[config.mk]
export PLATFORM = sky130hd
export DESIGN_NAME = apb_master_flat
export DESIGN_NICKNAME = d
export VERILOG_FILES = /design/src/rtl/apb_master_if.sv /design/src/rtl/apb_master.sv /design/src/flat_wrapper.sv
export SDC_FILE = /design/constraint.sdc
export NUM_CORES = 1
export LEC_CHECK = 0
export ABC_AREA = 1
export BUFFER_PORTS_ARGS = -buffer_cell sky130_fd_sc_hd__buf_2
export CORE_ASPECT_RATIO = 1.5
export CORE_MARGIN = 1.5
export CORE_UTILIZATION = 48
export DETAILED_ROUTE_END_ITERATION = 12
export GPL_ROUTABILITY_DRIVEN = 1
export PLACE_DENSITY_LB_ADDON = 0.1
export SKIP_CTS_REPAIR_TIMING = 1
export SYNTH_ARGS = -nofsm -noshare
export SYNTH_HDL_FRONTEND = slang
export SYNTH_SLANG_ARGS = --single-unit
[constraint.sdc]
create_clock -name PCLK -period 5.4 [get_ports PCLK]
set_clock_uncertainty 0.2 [all_clocks]
set_input_delay 0.54 -clock PCLK [delete_from_list [all_inputs] [get_ports PCLK]]
set_output_delay 0.54 -clock PCLK [all_outputs]
set_load 0.02 [all_outputs]
[src/rtl/apb_master_if.sv]
// Bundles the command/response port and the APB bus of apb_master.
// The master modport is the requester's view; the slave modport is the opposite side
// (command source, response sink and APB completer together).
interface apb_master_if #(
    parameter int unsigned ADDR_WIDTH = 32,
    parameter int unsigned DATA_WIDTH = 32
);
    localparam int unsigned STRB_WIDTH = DATA_WIDTH / 8;

    // Command port
    logic                  cmd_valid;
    logic                  cmd_ready;
    logic                  cmd_write;
    logic [ADDR_WIDTH-1:0] cmd_addr;
    logic [DATA_WIDTH-1:0] cmd_wdata;
    logic [STRB_WIDTH-1:0] cmd_strb;

    // Response port
    logic                  rsp_valid;
    logic [DATA_WIDTH-1:0] rsp_rdata;
    logic                  rsp_err;
    logic                  rsp_timeout;

    // APB bus
    logic                  PSEL;
    logic                  PENABLE;
    logic                  PWRITE;
    logic [ADDR_WIDTH-1:0] PADDR;
    logic [DATA_WIDTH-1:0] PWDATA;
    logic [STRB_WIDTH-1:0] PSTRB;
    logic [DATA_WIDTH-1:0] PRDATA;
    logic                  PREADY;
    logic                  PSLVERR;

    modport master (
        input  cmd_valid, cmd_write, cmd_addr, cmd_wdata, cmd_strb,
        output cmd_ready,
        output rsp_valid, rsp_rdata, rsp_err, rsp_timeout,
        output PSEL, PENABLE, PWRITE, PADDR, PWDATA, PSTRB,
        input  PRDATA, PREADY, PSLVERR
    );

    modport slave (
        output cmd_valid, cmd_write, cmd_addr, cmd_wdata, cmd_strb,
        input  cmd_ready,
        input  rsp_valid, rsp_rdata, rsp_err, rsp_timeout,
        input  PSEL, PENABLE, PWRITE, PADDR, PWDATA, PSTRB,
        output PRDATA, PREADY, PSLVERR
    );
endinterface

[src/rtl/apb_master.sv]
// APB requester: turns single-beat commands into SETUP/ACCESS transfers, returns each
// completion on a one-cycle response strobe and aborts transfers whose completer stalls
// for TIMEOUT consecutive ACCESS cycles (TIMEOUT = 0 disables the abort).
module apb_master #(
    parameter int unsigned ADDR_WIDTH = 32,
    parameter int unsigned DATA_WIDTH = 32,
    parameter int unsigned TIMEOUT    = 16
) (
    input  logic         PCLK,
    input  logic         PRESET,
    apb_master_if.master bus
);
    localparam int unsigned STRB_WIDTH = DATA_WIDTH / 8;
    // Wide enough to hold TIMEOUT itself; one bit when the timeout is disabled
    localparam int unsigned CNT_WIDTH  = (TIMEOUT > 0) ? $clog2(TIMEOUT + 1) : 1;
    localparam logic [CNT_WIDTH-1:0] CNT_LAST = (TIMEOUT > 0) ? CNT_WIDTH'(TIMEOUT - 1) : '0;
    localparam logic [CNT_WIDTH-1:0] CNT_MAX  = '1;

    typedef enum logic [1:0] {
        StIdle   = 2'd0,
        StSetup  = 2'd1,
        StAccess = 2'd2
    } state_e;

    state_e                state_q, state_d;
    logic [CNT_WIDTH-1:0]  wait_cnt_q, wait_cnt_d;

    logic                  psel_q, psel_d;
    logic                  penable_q, penable_d;
    logic                  pwrite_q, pwrite_d;
    logic [ADDR_WIDTH-1:0] paddr_q, paddr_d;
    logic [DATA_WIDTH-1:0] pwdata_q, pwdata_d;
    logic [STRB_WIDTH-1:0] pstrb_q, pstrb_d;

    logic                  rsp_valid_q, rsp_valid_d;
    logic [DATA_WIDTH-1:0] rsp_rdata_q, rsp_rdata_d;
    logic                  rsp_err_q, rsp_err_d;
    logic                  rsp_timeout_q, rsp_timeout_d;

    logic                  timing_out;
    logic                  cmd_ready;
    logic                  accept;

    // Abort condition: last permitted stalled ACCESS cycle with the completer still not ready
    always_comb begin
        timing_out = 1'b0;
        if (TIMEOUT > 0) begin
            timing_out = (state_q == StAccess) && !bus.PREADY && (wait_cnt_q == CNT_LAST);
        end
    end

    // Command handshake: open in IDLE and on a clean ACCESS completion, never in reset
    always_comb begin
        cmd_ready = 1'b0;
        if (!PRESET) begin
            unique case (state_q)
                StIdle:   cmd_ready = 1'b1;
                StAccess: cmd_ready = bus.PREADY && !timing_out;
                default:  cmd_ready = 1'b0;
            endcase
        end
        accept = bus.cmd_valid && cmd_ready;
    end

    // Next-state and registered-output logic for the IDLE/SETUP/ACCESS sequencer
    always_comb begin
        state_d       = state_q;
        wait_cnt_d    = wait_cnt_q;
        psel_d        = psel_q;
        penable_d     = penable_q;
        pwrite_d      = pwrite_q;
        paddr_d       = paddr_q;
        pwdata_d      = pwdata_q;
        pstrb_d       = pstrb_q;
        rsp_valid_d   = 1'b0;
        rsp_rdata_d   = rsp_rdata_q;
        rsp_err_d     = rsp_err_q;
        rsp_timeout_d = rsp_timeout_q;

        unique case (state_q)
            StIdle: begin
                psel_d    = 1'b0;
                penable_d = 1'b0;
            end
            StSetup: begin
                state_d   = StAccess;
                psel_d    = 1'b1;
                penable_d = 1'b1;
            end
            StAccess: begin
                if (bus.PREADY) begin
                    rsp_valid_d   = 1'b1;
                    rsp_rdata_d   = pwrite_q ? '0 : bus.PRDATA;
                    rsp_err_d     = bus.PSLVERR;
                    rsp_timeout_d = 1'b0;
                    state_d       = StIdle;
                    psel_d        = 1'b0;
                    penable_d     = 1'b0;
                end else if (timing_out) begin
                    rsp_valid_d   = 1'b1;
                    rsp_rdata_d   = '0;
                    rsp_err_d     = 1'b1;
                    rsp_timeout_d = 1'b1;
                    state_d       = StIdle;
                    psel_d        = 1'b0;
                    penable_d     = 1'b0;
                end else if (wait_cnt_q != CNT_MAX) begin
                    // Saturate so a disabled timeout never wraps the counter
                    wait_cnt_d = wait_cnt_q + CNT_WIDTH'(1);
                end
            end
            default: begin
                state_d   = StIdle;
                psel_d    = 1'b0;
                penable_d = 1'b0;
            end
        endcase

        // A new command overrides the IDLE fall-back, giving back-to-back SETUP
        if (accept) begin
            state_d    = StSetup;
            wait_cnt_d = '0;
            psel_d     = 1'b1;
            penable_d  = 1'b0;
            pwrite_d   = bus.cmd_write;
            paddr_d    = bus.cmd_addr;
            pwdata_d   = bus.cmd_wdata;
            pstrb_d    = bus.cmd_write ? bus.cmd_strb : '0;
        end
    end

    // State and output registers with synchronous reset
    always_ff @(posedge PCLK) begin
        if (PRESET) begin
            state_q       <= StIdle;
            wait_cnt_q    <= '0;
            psel_q        <= 1'b0;
            penable_q     <= 1'b0;
            pwrite_q      <= 1'b0;
            paddr_q       <= '0;
            pwdata_q      <= '0;
            pstrb_q       <= '0;
            rsp_valid_q   <= 1'b0;
            rsp_rdata_q   <= '0;
            rsp_err_q     <= 1'b0;
            rsp_timeout_q <= 1'b0;
        end else begin
            state_q       <= state_d;
            wait_cnt_q    <= wait_cnt_d;
            psel_q        <= psel_d;
            penable_q     <= penable_d;
            pwrite_q      <= pwrite_d;
            paddr_q       <= paddr_d;
            pwdata_q      <= pwdata_d;
            pstrb_q       <= pstrb_d;
            rsp_valid_q   <= rsp_valid_d;
            rsp_rdata_q   <= rsp_rdata_d;
            rsp_err_q     <= rsp_err_d;
            rsp_timeout_q <= rsp_timeout_d;
        end
    end

    assign bus.cmd_ready   = cmd_ready;
    assign bus.PSEL        = psel_q;
    assign bus.PENABLE     = penable_q;
    assign bus.PWRITE      = pwrite_q;
    assign bus.PADDR       = paddr_q;
    assign bus.PWDATA      = pwdata_q;
    assign bus.PSTRB       = pstrb_q;
    assign bus.rsp_valid   = rsp_valid_q;
    assign bus.rsp_rdata   = rsp_rdata_q;
    assign bus.rsp_err     = rsp_err_q;
    assign bus.rsp_timeout = rsp_timeout_q;

    // Address/data phase stays frozen while the completer inserts wait states
    a_stall_stable: assert property (@(posedge PCLK) disable iff (PRESET)
        (state_q == StAccess && !bus.PREADY && !timing_out)
        |=> $stable({paddr_q, pwdata_q, pwrite_q, pstrb_q}));

    // PENABLE is only ever raised inside a selected transfer
    a_enable_in_sel: assert property (@(posedge PCLK) disable iff (PRESET)
        penable_q |-> psel_q);
endmodule
[src/flat_wrapper.sv]
// flat-port wrapper written by rule: the top's interface ports become plain ports
module apb_master_flat 
#(
    parameter int unsigned ADDR_WIDTH = 32,
    parameter int unsigned DATA_WIDTH = 32,
    parameter int unsigned TIMEOUT    = 16
)
  (PCLK, PRESET, bus_cmd_valid, bus_cmd_write, bus_cmd_addr, bus_cmd_wdata, bus_cmd_strb, bus_cmd_ready, bus_rsp_valid, bus_rsp_rdata, bus_rsp_err, bus_rsp_timeout, bus_PSEL, bus_PENABLE, bus_PWRITE, bus_PADDR, bus_PWDATA, bus_PSTRB, bus_PRDATA, bus_PREADY, bus_PSLVERR);
  apb_master_if #(.ADDR_WIDTH(ADDR_WIDTH), .DATA_WIDTH(DATA_WIDTH)) bus_i ();
  input  logic PCLK;
  input  logic PRESET;
  input wire logic [$bits(bus_i.cmd_valid)-1:0] bus_cmd_valid;
  input wire logic [$bits(bus_i.cmd_write)-1:0] bus_cmd_write;
  input wire logic [$bits(bus_i.cmd_addr)-1:0] bus_cmd_addr;
  input wire logic [$bits(bus_i.cmd_wdata)-1:0] bus_cmd_wdata;
  input wire logic [$bits(bus_i.cmd_strb)-1:0] bus_cmd_strb;
  output wire logic [$bits(bus_i.cmd_ready)-1:0] bus_cmd_ready;
  output wire logic [$bits(bus_i.rsp_valid)-1:0] bus_rsp_valid;
  output wire logic [$bits(bus_i.rsp_rdata)-1:0] bus_rsp_rdata;
  output wire logic [$bits(bus_i.rsp_err)-1:0] bus_rsp_err;
  output wire logic [$bits(bus_i.rsp_timeout)-1:0] bus_rsp_timeout;
  output wire logic [$bits(bus_i.PSEL)-1:0] bus_PSEL;
  output wire logic [$bits(bus_i.PENABLE)-1:0] bus_PENABLE;
  output wire logic [$bits(bus_i.PWRITE)-1:0] bus_PWRITE;
  output wire logic [$bits(bus_i.PADDR)-1:0] bus_PADDR;
  output wire logic [$bits(bus_i.PWDATA)-1:0] bus_PWDATA;
  output wire logic [$bits(bus_i.PSTRB)-1:0] bus_PSTRB;
  input wire logic [$bits(bus_i.PRDATA)-1:0] bus_PRDATA;
  input wire logic [$bits(bus_i.PREADY)-1:0] bus_PREADY;
  input wire logic [$bits(bus_i.PSLVERR)-1:0] bus_PSLVERR;
  assign bus_i.cmd_valid = bus_cmd_valid;
  assign bus_i.cmd_write = bus_cmd_write;
  assign bus_i.cmd_addr = bus_cmd_addr;
  assign bus_i.cmd_wdata = bus_cmd_wdata;
  assign bus_i.cmd_strb = bus_cmd_strb;
  assign bus_cmd_ready = bus_i.cmd_ready;
  assign bus_rsp_valid = bus_i.rsp_valid;
  assign bus_rsp_rdata = bus_i.rsp_rdata;
  assign bus_rsp_err = bus_i.rsp_err;
  assign bus_rsp_timeout = bus_i.rsp_timeout;
  assign bus_PSEL = bus_i.PSEL;
  assign bus_PENABLE = bus_i.PENABLE;
  assign bus_PWRITE = bus_i.PWRITE;
  assign bus_PADDR = bus_i.PADDR;
  assign bus_PWDATA = bus_i.PWDATA;
  assign bus_PSTRB = bus_i.PSTRB;
  assign bus_i.PRDATA = bus_PRDATA;
  assign bus_i.PREADY = bus_PREADY;
  assign bus_i.PSLVERR = bus_PSLVERR;
  apb_master #(.ADDR_WIDTH(ADDR_WIDTH), .DATA_WIDTH(DATA_WIDTH), .TIMEOUT(TIMEOUT)) u_core (.PCLK(PCLK), .PRESET(PRESET), .bus(bus_i));
endmodule
; After elaboration in Yosys (flattened, before gate mapping)
; Index checks and enable logic that the tools add are counted.
[classes]
addsub = 1
eq_ne = 7
muxes = 19
n_bitwise = 4
reduce_logical = 14
[ops]
columns = cell, n
row1 = 32-bit 2-to-1 mux, 3
row2 = 1-bit 2-to-1 mux, 10
row3 = 2-bit one-hot mux with 3 select lines, 1
row4 = 2-bit AND reduction, 3
row5 = "5-bit by 1-bit adder with 5-bit output, second input constant", 1
row6 = "5-bit by 4-bit equality test with 1-bit output, second input constant", 1
row7 = "5-bit != test, second input constant", 1
row8 = 1-bit logical AND, 4
row9 = 2-bit 2-to-1 mux, 2
row10 = 4-bit 2-to-1 mux, 1
row11 = "4-bit by 2-bit != test with 1-bit output, second input constant", 1
row12 = 1-bit inverter, 4
row13 = 1-bit one-hot mux with 2 select lines, 2
row14 = 4-bit AND reduction, 1
row15 = 2-bit OR reduction, 2
row16 = "3-bit by 2-bit != test with 1-bit output, second input constant", 1
row17 = "2-bit by 1-bit equality test with 1-bit output, second input constant", 1
row18 = "2-bit equality test, second input constant", 1
row19 = 1-bit logical NOT, 2
row20 = 2-bit logical NOT, 1
row21 = "2-bit by 1-bit != test with 1-bit output, second input constant", 1
row22 = 2-bit nonzero test, 1
[word_totals]
reg_bits = 113
inputBits = 106
out_inout_bits = 107
word_cells = 58

; Longest topological paths before layout
; Gate-level depths: netlist of the first run.
[logic_depth]
ltp_word = 10
depth_mapped = 9

; Least setup slack after synthesis of the first run
; No wires, ideal clock.
[synth_timing]
path_type = reg2reg
startpoint = register u_core.wait_cnt_q[0]
endpoint = register u_core.rsp_rdata_q[10], in the netlist u_core.bus.rsp_rdata[10]
setup_ns = 0.117
arrival_ns = 1.442
t_required_ns = 5.083
slack_ns = 3.641
stages_incl_launch_ff = 10
path_cell_list = dfxtp_1 -> ha_1 -> nand2_1 -> nor2_1 -> ha_1 -> nor2_2 -> nor2_2 -> nand2_1 -> buf_2 -> o21ai_1
[synth_via]
elab_chain_len = 4
[synth_rtl]
columns = item, line
row1 = "start, declared", apb_master.sv:26  ; logic [CNT_WIDTH-1:0] wait_cnt_q, wait_cnt_d;
row2 = "start signal, assigned", apb_master.sv:149  ; wait_cnt_q <= wait_cnt_d;
row3 = 5-bit by 4-bit equality test with 1-bit output, apb_master.sv:48  ; timing_out = (state_q == StAccess) && !bus.PREADY && (wait_cnt_q == CNT_LAST);
row4 = 1-bit logical AND, apb_master.sv:48
row5 = 2-bit nonzero test (no line), -
row6 = 2-bit AND reduction (no line), -
row7 = "end signal, assigned", apb_master.sv:157  ; rsp_rdata_q <= rsp_rdata_d;
row8 = "end, declared", apb_master.sv:36  ; logic [DATA_WIDTH-1:0] rsp_rdata_q, rsp_rdata_d;
; No other way between the ends.
; A chain may end at the register's enable or synchronous reset.

; Final worst setup path of the first run
[layout_timing]
startpoint = register u_core.wait_cnt_q[0]
endpoint = register u_core.rsp_rdata_q[0], in the netlist u_core.bus.rsp_rdata[0]
; Same word-level chain as after synthesis.

==> results of run 1 <==
==> cells in the mapped netlist, drive strengths merged <==
cell    instances  area share (%)
nand2         187              17
o21a            1            0.18
inv            11             1.0
nor3            1            0.12
dfxtp         113              55
xor2            1            0.21
o21ai          35             5.1
buf            33             4.5
nand4           1            0.15
nor2            9             1.2
nand3b          1            0.18
clkbuf          2            0.18
a31oi           1            0.15
ha              3            0.92
nand3         106              13
a21oi           8            0.98
==> worst reg2reg max path, stage by stage (launching register included) <==
cell and delay [ps]:
dfxtp_1 340, ha_1 230, nand2_1 70, nor2_1 60, ha_1 230, o21ai_2 960, nand3_1 200, o21ai_0 160
==> metrics by stage <==
stage               setup WS [ps]  instances  instance area [sq um]
finish                       2890        832                   5700
global route                 2570        832                   5700
CTS                          2880        832                   5700
detailed placement           2870        800                   5140
global placement             2930        800                   5140
floorplan                    3640        513                   4100
==> worst min path at each step <==
| stage | from | end | slack, ps |
|---|---|---|---|
| 2_1_floorplan | u_core.wait_cnt_q[3]$_SDFFE_PP0P_ | u_core.wait_cnt_q[3]$_SDFFE_PP0P_ | 260 |
| 3_3_place_gp | u_core.bus.PWDATA[13]$_SDFFE_PP0P_ | u_core.bus.PWDATA[13]$_SDFFE_PP0P_ | 250 |
| 3_5_place_dp | u_core.bus.PADDR[19]$_SDFFE_PP0P_ | u_core.bus.PADDR[19]$_SDFFE_PP0P_ | 250 |
| 4_1_cts | bus_cmd_wdata[27] | u_core.bus.PWDATA[27]$_SDFFE_PP0P_ | 110 |
| 5_1_grt | bus_cmd_wdata[14] | u_core.bus.PWDATA[14]$_SDFFE_PP0P_ | 120 |
| 6_report | bus_cmd_addr[28] | u_core.bus.PADDR[28]$_SDFFE_PP0P_ | 130 |
==> power by group through the flow <==
stage / clock network [mW] / registers (mW) / logic [mW]
after floorplan: 0 / 0.968 / 0.0832
after global placement: 0 / 0.915 / 0.227
after detailed placement: 0 / 0.917 / 0.231
after CTS: 1.05 / 0.901 / 0.231
after global routing: 1.10 / 0.905 / 0.251
final: 1.04 / 0.901 / 0.229
==> registers in the layout (all words and copies together), names as in the netlist <==
| name | flops |
|---|---|
| u_core.bus.PENABLE | 1 |
| u_core.bus.rsp_err | 1 |
| u_core.bus.PWRITE | 1 |
| u_core.bus.rsp_timeout | 1 |
| u_core.bus.rsp_valid | 1 |
| u_core.wait_cnt_q | 5 |
| u_core.bus.PSEL | 1 |
| u_core.bus.PADDR | 32 |
| u_core.bus.PSTRB | 4 |
| u_core.bus.PWDATA | 32 |
| u_core.state_q | 2 |
| u_core.bus.rsp_rdata | 32 |
==> cell type report <==
type	count	area, sq um
tap	107	134
fill	774	2660
clock buffer	27	513
clock inverter	5	50.0
sequential	113	2260
timing repair buffer	215	1080
multi-input combinational	354	1620
inverter	11	41.3
==> logic make-up after synthesis <==
logic type / count (synthesis)
compound gates: 45
xor+xnor: 1
fa+ha+maj: 3
buf+inv: 46
flops: 113
simple gates: 305
==> metal layers <==
metal	vias to the layer above	wire length, um	track usage [%]
met5	-	0	0
met4	0	203	11.8
met3	16	888	9.22
met2	166	5470	40.5
met1	1859	4270	26.5
li1	2075	-	-
==> cells in the final DEF (no fill, tap or decap), drive strengths merged <==
cell type,count
a21oi,8
bufinv,1
o21a,1
nand2,187
a31oi,1
o21ai,35
xor2,1
nor3,1
nand4,1
nand3,106
ha,3
dfxtp,113
clkbuf,27
nand3b,1
buf,215
nor2,9
inv,11
clkinv,4
==> impl.org, run 1 <==
** Clock tree
- Number of buffers inserted during clock tree synthesis :: 17
- Clock tree root driver cell :: clkbuf_16
- In this run the deepest clock path goes through 2 buffers.
- Clock-pin slew was measured on the worst setup and hold paths at 50 ps.
- In this run the number of H-tree levels came out at 4.
- TritonCTS built the clock tree.
- At the later pin of the worst-skew pair, clock insertion delay measures 400 ps.
- The clock drives around 110 sinks.

** Pwr
- Power spread over the standard cell area amounts to between 300 and 400 nW/um^2.
- Sw frac :: 24.0%
- Maximum vdd ir drop :: 0.000248 V
- Per report_power, the clock group accounts for 47.9% of the total.
- Total internal power :: 1.65 mW
- In this run the static leakage power is 3.03 nW.
- The share of total power dissipated in sequential elements is 41.5%.
- The share of total power dissipated in combinational logic is 10.5%.
- The design draws ~2.2 mW.
- Net switching power :: roughly 0.52 mW

** Worst setup path
- Path depth of the worst reg2reg path :: 7
- In this run the critical register-to-register path is captured at u_core.bus.rsp_rdata[0]$_SDFFE_PP0P_.
- Worst setup path endpoint :: u_core.bus.rsp_rdata[0]$_SDFFE_PP0P_
- Kind of critical path :: flop to flop
- In this run the worst path has a maximum fanout of 33.
- On the worst path, the slowest cell contributes a delay of roughly 960 ps.
- Most Frequent Cell on Critical Path :: ha_1
- CP bufs+invs :: 0
- Critical path depth in cells :: 7
- Setup slack of the most critical reg-to-reg path :: roughly 2900 ps
- Worst reg2reg path startpoint :: u_core.wait_cnt_q[0]$_SDFFE_PP0P_
- Cell type of the slowest stage on the worst timing path :: o21ai_2
- The critical path goes through ha_1 -> nand2_1 -> nor2_1 -> ha_1 -> o21ai_2 -> nand3_1 -> o21ai_0.
- Signal arrival time at the worst endpoint :: 2630 ps
- Type of destination of the critical path :: flop
- Launching element of the worst setup path :: u_core.wait_cnt_q[0]$_SDFFE_PP0P_
- Required time at the endpoint of the critical path :: 5510 ps
- Kind of launch point of the worst setup path :: flop
- The kind of cell with the highest combined delay along the critical path is compound AO/OA/AOI/OAI gates.

** Synth
- Compound-Gate Fraction of Synth Area :: 6.40%
- By area, the combinational part of the netlist is dominated by simple AND/OR/NAND/NOR gates.
- Simple-gate area share of the yosys netlist :: 31.7%
- Multiplexer cells account for 0% of the synthesized area.
- Sequential cells were found to cover 55.1% of the synthesized design area.
- Counting distinct cell types in the post-synthesis netlist gives 24.
- Post-synthesis share of cell area spent on xor and xnor gates :: less than 1%
- Number of standard cells after synthesis :: between 500 and 600
- Synthesized-area fraction occupied by adder cells :: 0.915%
- The number of nets in the synthesized netlist is ~620.
- Per-instance average area after synthesis :: 8.00 sq um
- Combined area of all synthesized cells :: 4100 sq um
- Count of synthesis-stage warnings from yosys :: 0
- Synthesis inferred 113 register bits.

** Route
- After detailed routing, the number of remaining DRC violations is 0.
- Detail-routed via count per cell :: 4.95
- Detailed-routing iteration count for the pre-antenna-repair pass :: 4
- Summed over all layers, the routed wires come to 10.8 mm.
- Detailed router's first-iteration violation count :: about 210
- Remaining antenna violation count :: 0
- After detailed routing, the average wire length per cell comes to 13.0 um.
- The final route contains 4116 vias.

** Floorplan
- For this configuration, the core starts out at a cell density of 49.1%.
- The floorplan step defined a die boundary enclosing 9120 sq um.
- The floorplan has 41 rows.
- Core Area :: 8360 sq um
- 213 I/O pins were placed.
- Die boundary height :: 116 um
- Measured along the x axis, the die boundary spans 78.5 um.

** STA
- Total count of hold-check failures in the final report :: 0
- For the final routed database, the setup TNS stands at 0 ps.
- Post-layout min period :: 2510 ps
- Across all hold checks on the routed design, the worst slack comes to 129 ps.
- RSZ-0062 raised after global routing :: false
- The number of max-slew violations in the final report is 0.
- Setup violations remaining at the end of the flow were counted as 0.
- In this run the tightest slew margin relative to its limit is around 15%.
- Slew @ Worst Pin :: 1270 ps
- Upper clock frequency limit :: 0.398 GHz
- In the finished design, the share of the clock period the worst path needs comes to 46.5%.

** Worst hold path
- The tightest min-delay check is of the input pin to flop type.
- Counting instances, the worst hold path has a depth of 3.

** Cells and area
- 0 antenna diodes ended up in the layout.
- At the end of the flow the core is filled with cells to between 60% and 70%.
- Proportion of layout cells with a drive suffix above 1 :: 35.9%
- Synthesis-to-finish area growth :: 39.0%
- In the final design database the tool counted around 820 nets.

** GRT
- The first global-routing pass estimated 17.2 mm of wire.
- Global route total overflow :: 0
- Via count of the first global-routing pass :: 3785
- Aggregate global-route resource usage :: about a quarter
- Antenna violations before repair :: 0
- Entering global routing, the biggest net connects 74 pins.

** Place
- At the end of routability-driven placement, the weighted congestion stood at 0.743.
- Summed over all nets, the half-perimeter wirelength after detailed placement is between 7 and 8 mm.
- Number of buffer cells added on primary ports :: 212

** Run status
- Status :: completed

** Job
- Number of maximum-capacitance constraint violations :: 0
No activity file was read; power rests on OpenSTA's default activity.
==> run 2: changes to the inputs <==
--- a/config.mk
+++ b/config.mk
@@ -9,7 +9,7 @@
 export BUFFER_PORTS_ARGS = -buffer_cell sky130_fd_sc_hd__buf_2
 export CORE_ASPECT_RATIO = 1.5
 export CORE_MARGIN = 1.5
-export CORE_UTILIZATION = 48
+export CORE_UTILIZATION = 40
 export DETAILED_ROUTE_END_ITERATION = 12
 export GPL_ROUTABILITY_DRIVEN = 1
 export PLACE_DENSITY_LB_ADDON = 0.1
==> constraint.sdc (replaced) <==
create_clock -name PCLK -period 2.28 [get_ports PCLK]
set_clock_uncertainty 0.2 [all_clocks]
set_input_delay 0.228 -clock PCLK [delete_from_list [all_inputs] [get_ports PCLK]]
set_output_delay 0.228 -clock PCLK [all_outputs]
set_load 0.02 [all_outputs]
==> impl.org, run 2 (synthesized netlist as in run 1, its figures left out) <==
** Worst setup path
- Required time at the endpoint of the critical path :: 2400 ps
- Cells along the critical path :: ha_1 -> nand2_1 -> nor2_1 -> ha_1 -> nor2_2 -> nand2_1 -> nor2_1 -> nand2_1 -> a21oi_1
- Kind of critical path :: flop to flop
- Of all nets on the critical path, the largest fanout is 5.
- On the worst path, the slowest cell contributes a delay of 340 ps.
- Most Frequent Cell on Critical Path :: nand2_1
- Signal arrival time at the worst endpoint :: approximately 2100 ps
- For this design, the slowest cell found on the critical path is dfxtp_1.
- Type of destination of the critical path :: flop
- Kind of launch point of the worst setup path :: flop

** Floorplan
- The initialized floorplan defines 45 standard-cell rows.
- Die X-Extent :: 85.7 um
- The die is approximately 130 um tall.
- Core Area :: 10100 sq um
- In this run the count of I/O pins placed on the die edge is around 210.
- Initial cell density of the core :: 40.7%
- The die covers 10900 sq um.

** Clock tree
- The number of clock buffers added by TritonCTS is 17.
- Clock transition at the registers of the reported paths :: 50 ps
- Largest buffer count on any clock path :: 2
- TritonCTS built the clock tree.
- Insertion delay to the later sink of the worst-skew pair :: 400 ps
- The clock drives 113 sinks.
- The clock tree synthesis step divided the H-tree into 4 levels.
- The tree is rooted in a clkbuf_16.

** STA
- RSZ-0062 raised after global routing :: false
- Summed over all failing endpoints, the final setup total negative slack is 0 ps.
- Setup violations remaining at the end of the flow were counted as 0.
- Post-layout min period :: 1990 ps
- Total count of hold-check failures in the final report :: 0
- Static timing analysis puts the maximum clock frequency at 0.502 GHz.
- At the pin with the least slew margin, the transition time is roughly 440 ps.
- The number of max-slew violations in the final report was 0.
- Max_slew headroom :: 70.6%
- After layout, the worst path uses 87.4% of the clock period.

** Job
- Number of maximum-capacitance constraint violations :: 0

** Place
- The congestion estimate from routability-driven global placement came to 0.795.
- During placement, the flow inserted port buffers numbering approximately 210.
- The wire-length estimate of the detail-placed layout is 7.70 mm.
- Including well taps, the total number of placed cells is 816.
- Cell area after placement :: 5220 sq um

** GRT
- The first global-routing pass estimated 17.5 mm of wire.
- Global route total overflow :: 0
- Antenna violations before repair :: 0
- Maximum number of pins on one net before global-route repair :: 56
- Aggregate global-route resource usage :: 20.4%
- The via count of the first global-routing pass is 3951.

** Run status
- The run finished with clean final reports.

** Cells and area
- The number of antenna diodes in the final layout is 0.
- Synthesis-to-finish area growth :: 66.9%
- Once layout is complete, the cells apart from fillers number 950.
- Of the cells placed in the final design, the portion with a size suffix greater than 1 is approximately a third.
- In the final design database the tool counted 930 nets.
- Most frequent cells in the layout :: buf_2, nand2_1, dfxtp_1, nand3_1, dlygate4sd3_1
- Most frequent standard cell in the layout excluding fill and tap cells :: buf_2
- Cell area after layout :: 6850 sq um
- Measured on the finished design, the core utilization comes to 67.9%.

** Pwr
- In this run, flip-flops and latches consume 39.1% of the power.
- In this run the power density over the cells is 796 nW/um^2.
- Sw frac :: 23.9%
- The worst-case IR drop observed on VDD is 0.000569 V.
- Combinational logic is responsible for between 10% and 20% of the overall power.
- Total chip power :: 5.45 mW
- Net switching power :: 1.30 mW
- The clock network burns 48.0% of the power.
- Leakage :: 3.51 nW
- Internal power comes to 4.15 mW.

** Route
- For this run, the detailed router's first-pass iteration total came to 5.
- Routed WL :: around 13 mm
- After detailed routing, the number of vias per cell comes to 4.81.
- Total DRC errors in the routed layout :: 0
- After detailed routing, the average wire length per cell comes to 13.5 um.
- Detailed router's first-iteration violation count :: 194
- Uppermost layer routed :: met4
- The detailed router put a total of approximately 5 mm of wire on met1.
- In this run the remaining antenna-violating nets after routing total 0.
- In the detailed route, the total length drawn on met3 is roughly 800 um.
- The routed layout has 4571 vias.
- Amount of wire on met2 after detailed routing :: 6.77 mm

** Worst hold path
- Worst hold-check path type :: input pin to flop
run 2: path summary, 6_finish.rpt:
check                                           start  cells after the start                                   to  slack [ps]
setup / recovery    u_core.wait_cnt_q[0]$_SDFFE_PP0P_                      9    u_core.wait_cnt_q[0]$_SDFFE_PP0P_         290
hold / removal                             bus_PREADY                      4      u_core.bus.PENABLE$_SDFFE_PP0P_          50
hold reg to reg   u_core.bus.rsp_timeout$_SDFFE_PP0P_                      2  u_core.bus.rsp_timeout$_SDFFE_PP0P_         260
setup reg to reg    u_core.wait_cnt_q[0]$_SDFFE_PP0P_                      9    u_core.wait_cnt_q[0]$_SDFFE_PP0P_         290
run 2: per-stage QoR:
step | setup slack [ps] | hold slack, ps
3_5_place_dp | 282 | 226
2_1_floorplan | 521 | 97.1
5_1_grt | 73.9 | 61.1
3_3_place_gp | 404 | 222
4_1_cts | 277 | -207
6_report | 286 | 46.0
run 2: layout make-up:
| cell class | count | area, sq um |
|---|---|---|
| Multi-Input combinational cell | 354 | 1620 |
| Tap cell | 117 | 146 |
| Clock buffer | 20 | 457 |
| Sequential cell | 113 | 2260 |
| Inverter | 11 | 41.3 |
| Fill cell | 835 | 3230 |
| Timing Repair Buffer | 324 | 2180 |
| Clock inverter | 11 | 138 |
run 2: metal layers:
layer  track usage, %  vias up
li1                 -     2291
met3             7.36       14
met4             9.68        0
met1             21.3     2088
met5                0        -
met2             35.8      178
run 2: power by group through the flow:
stage | combinational, mW | sequential (mW) | clock [mW]
after floorplan | 0.197 | 2.29 | 0
after global placement | 0.554 | 2.17 | 0
after detailed placement | 0.558 | 2.17 | 0
final | 0.702 | 2.13 | 2.62
after global routing | 0.759 | 2.14 | 2.78
after CTS | 0.559 | 2.13 | 2.69
run 2: critical path: cells and delay by family (launching register included):
family                   cells  cell delay [ps]
AO/OA/AOI/OAI                1              140
adder cells (fa/ha/maj)      2              450
flip-flops                   1              340
AND/OR/NAND/NOR              6              790
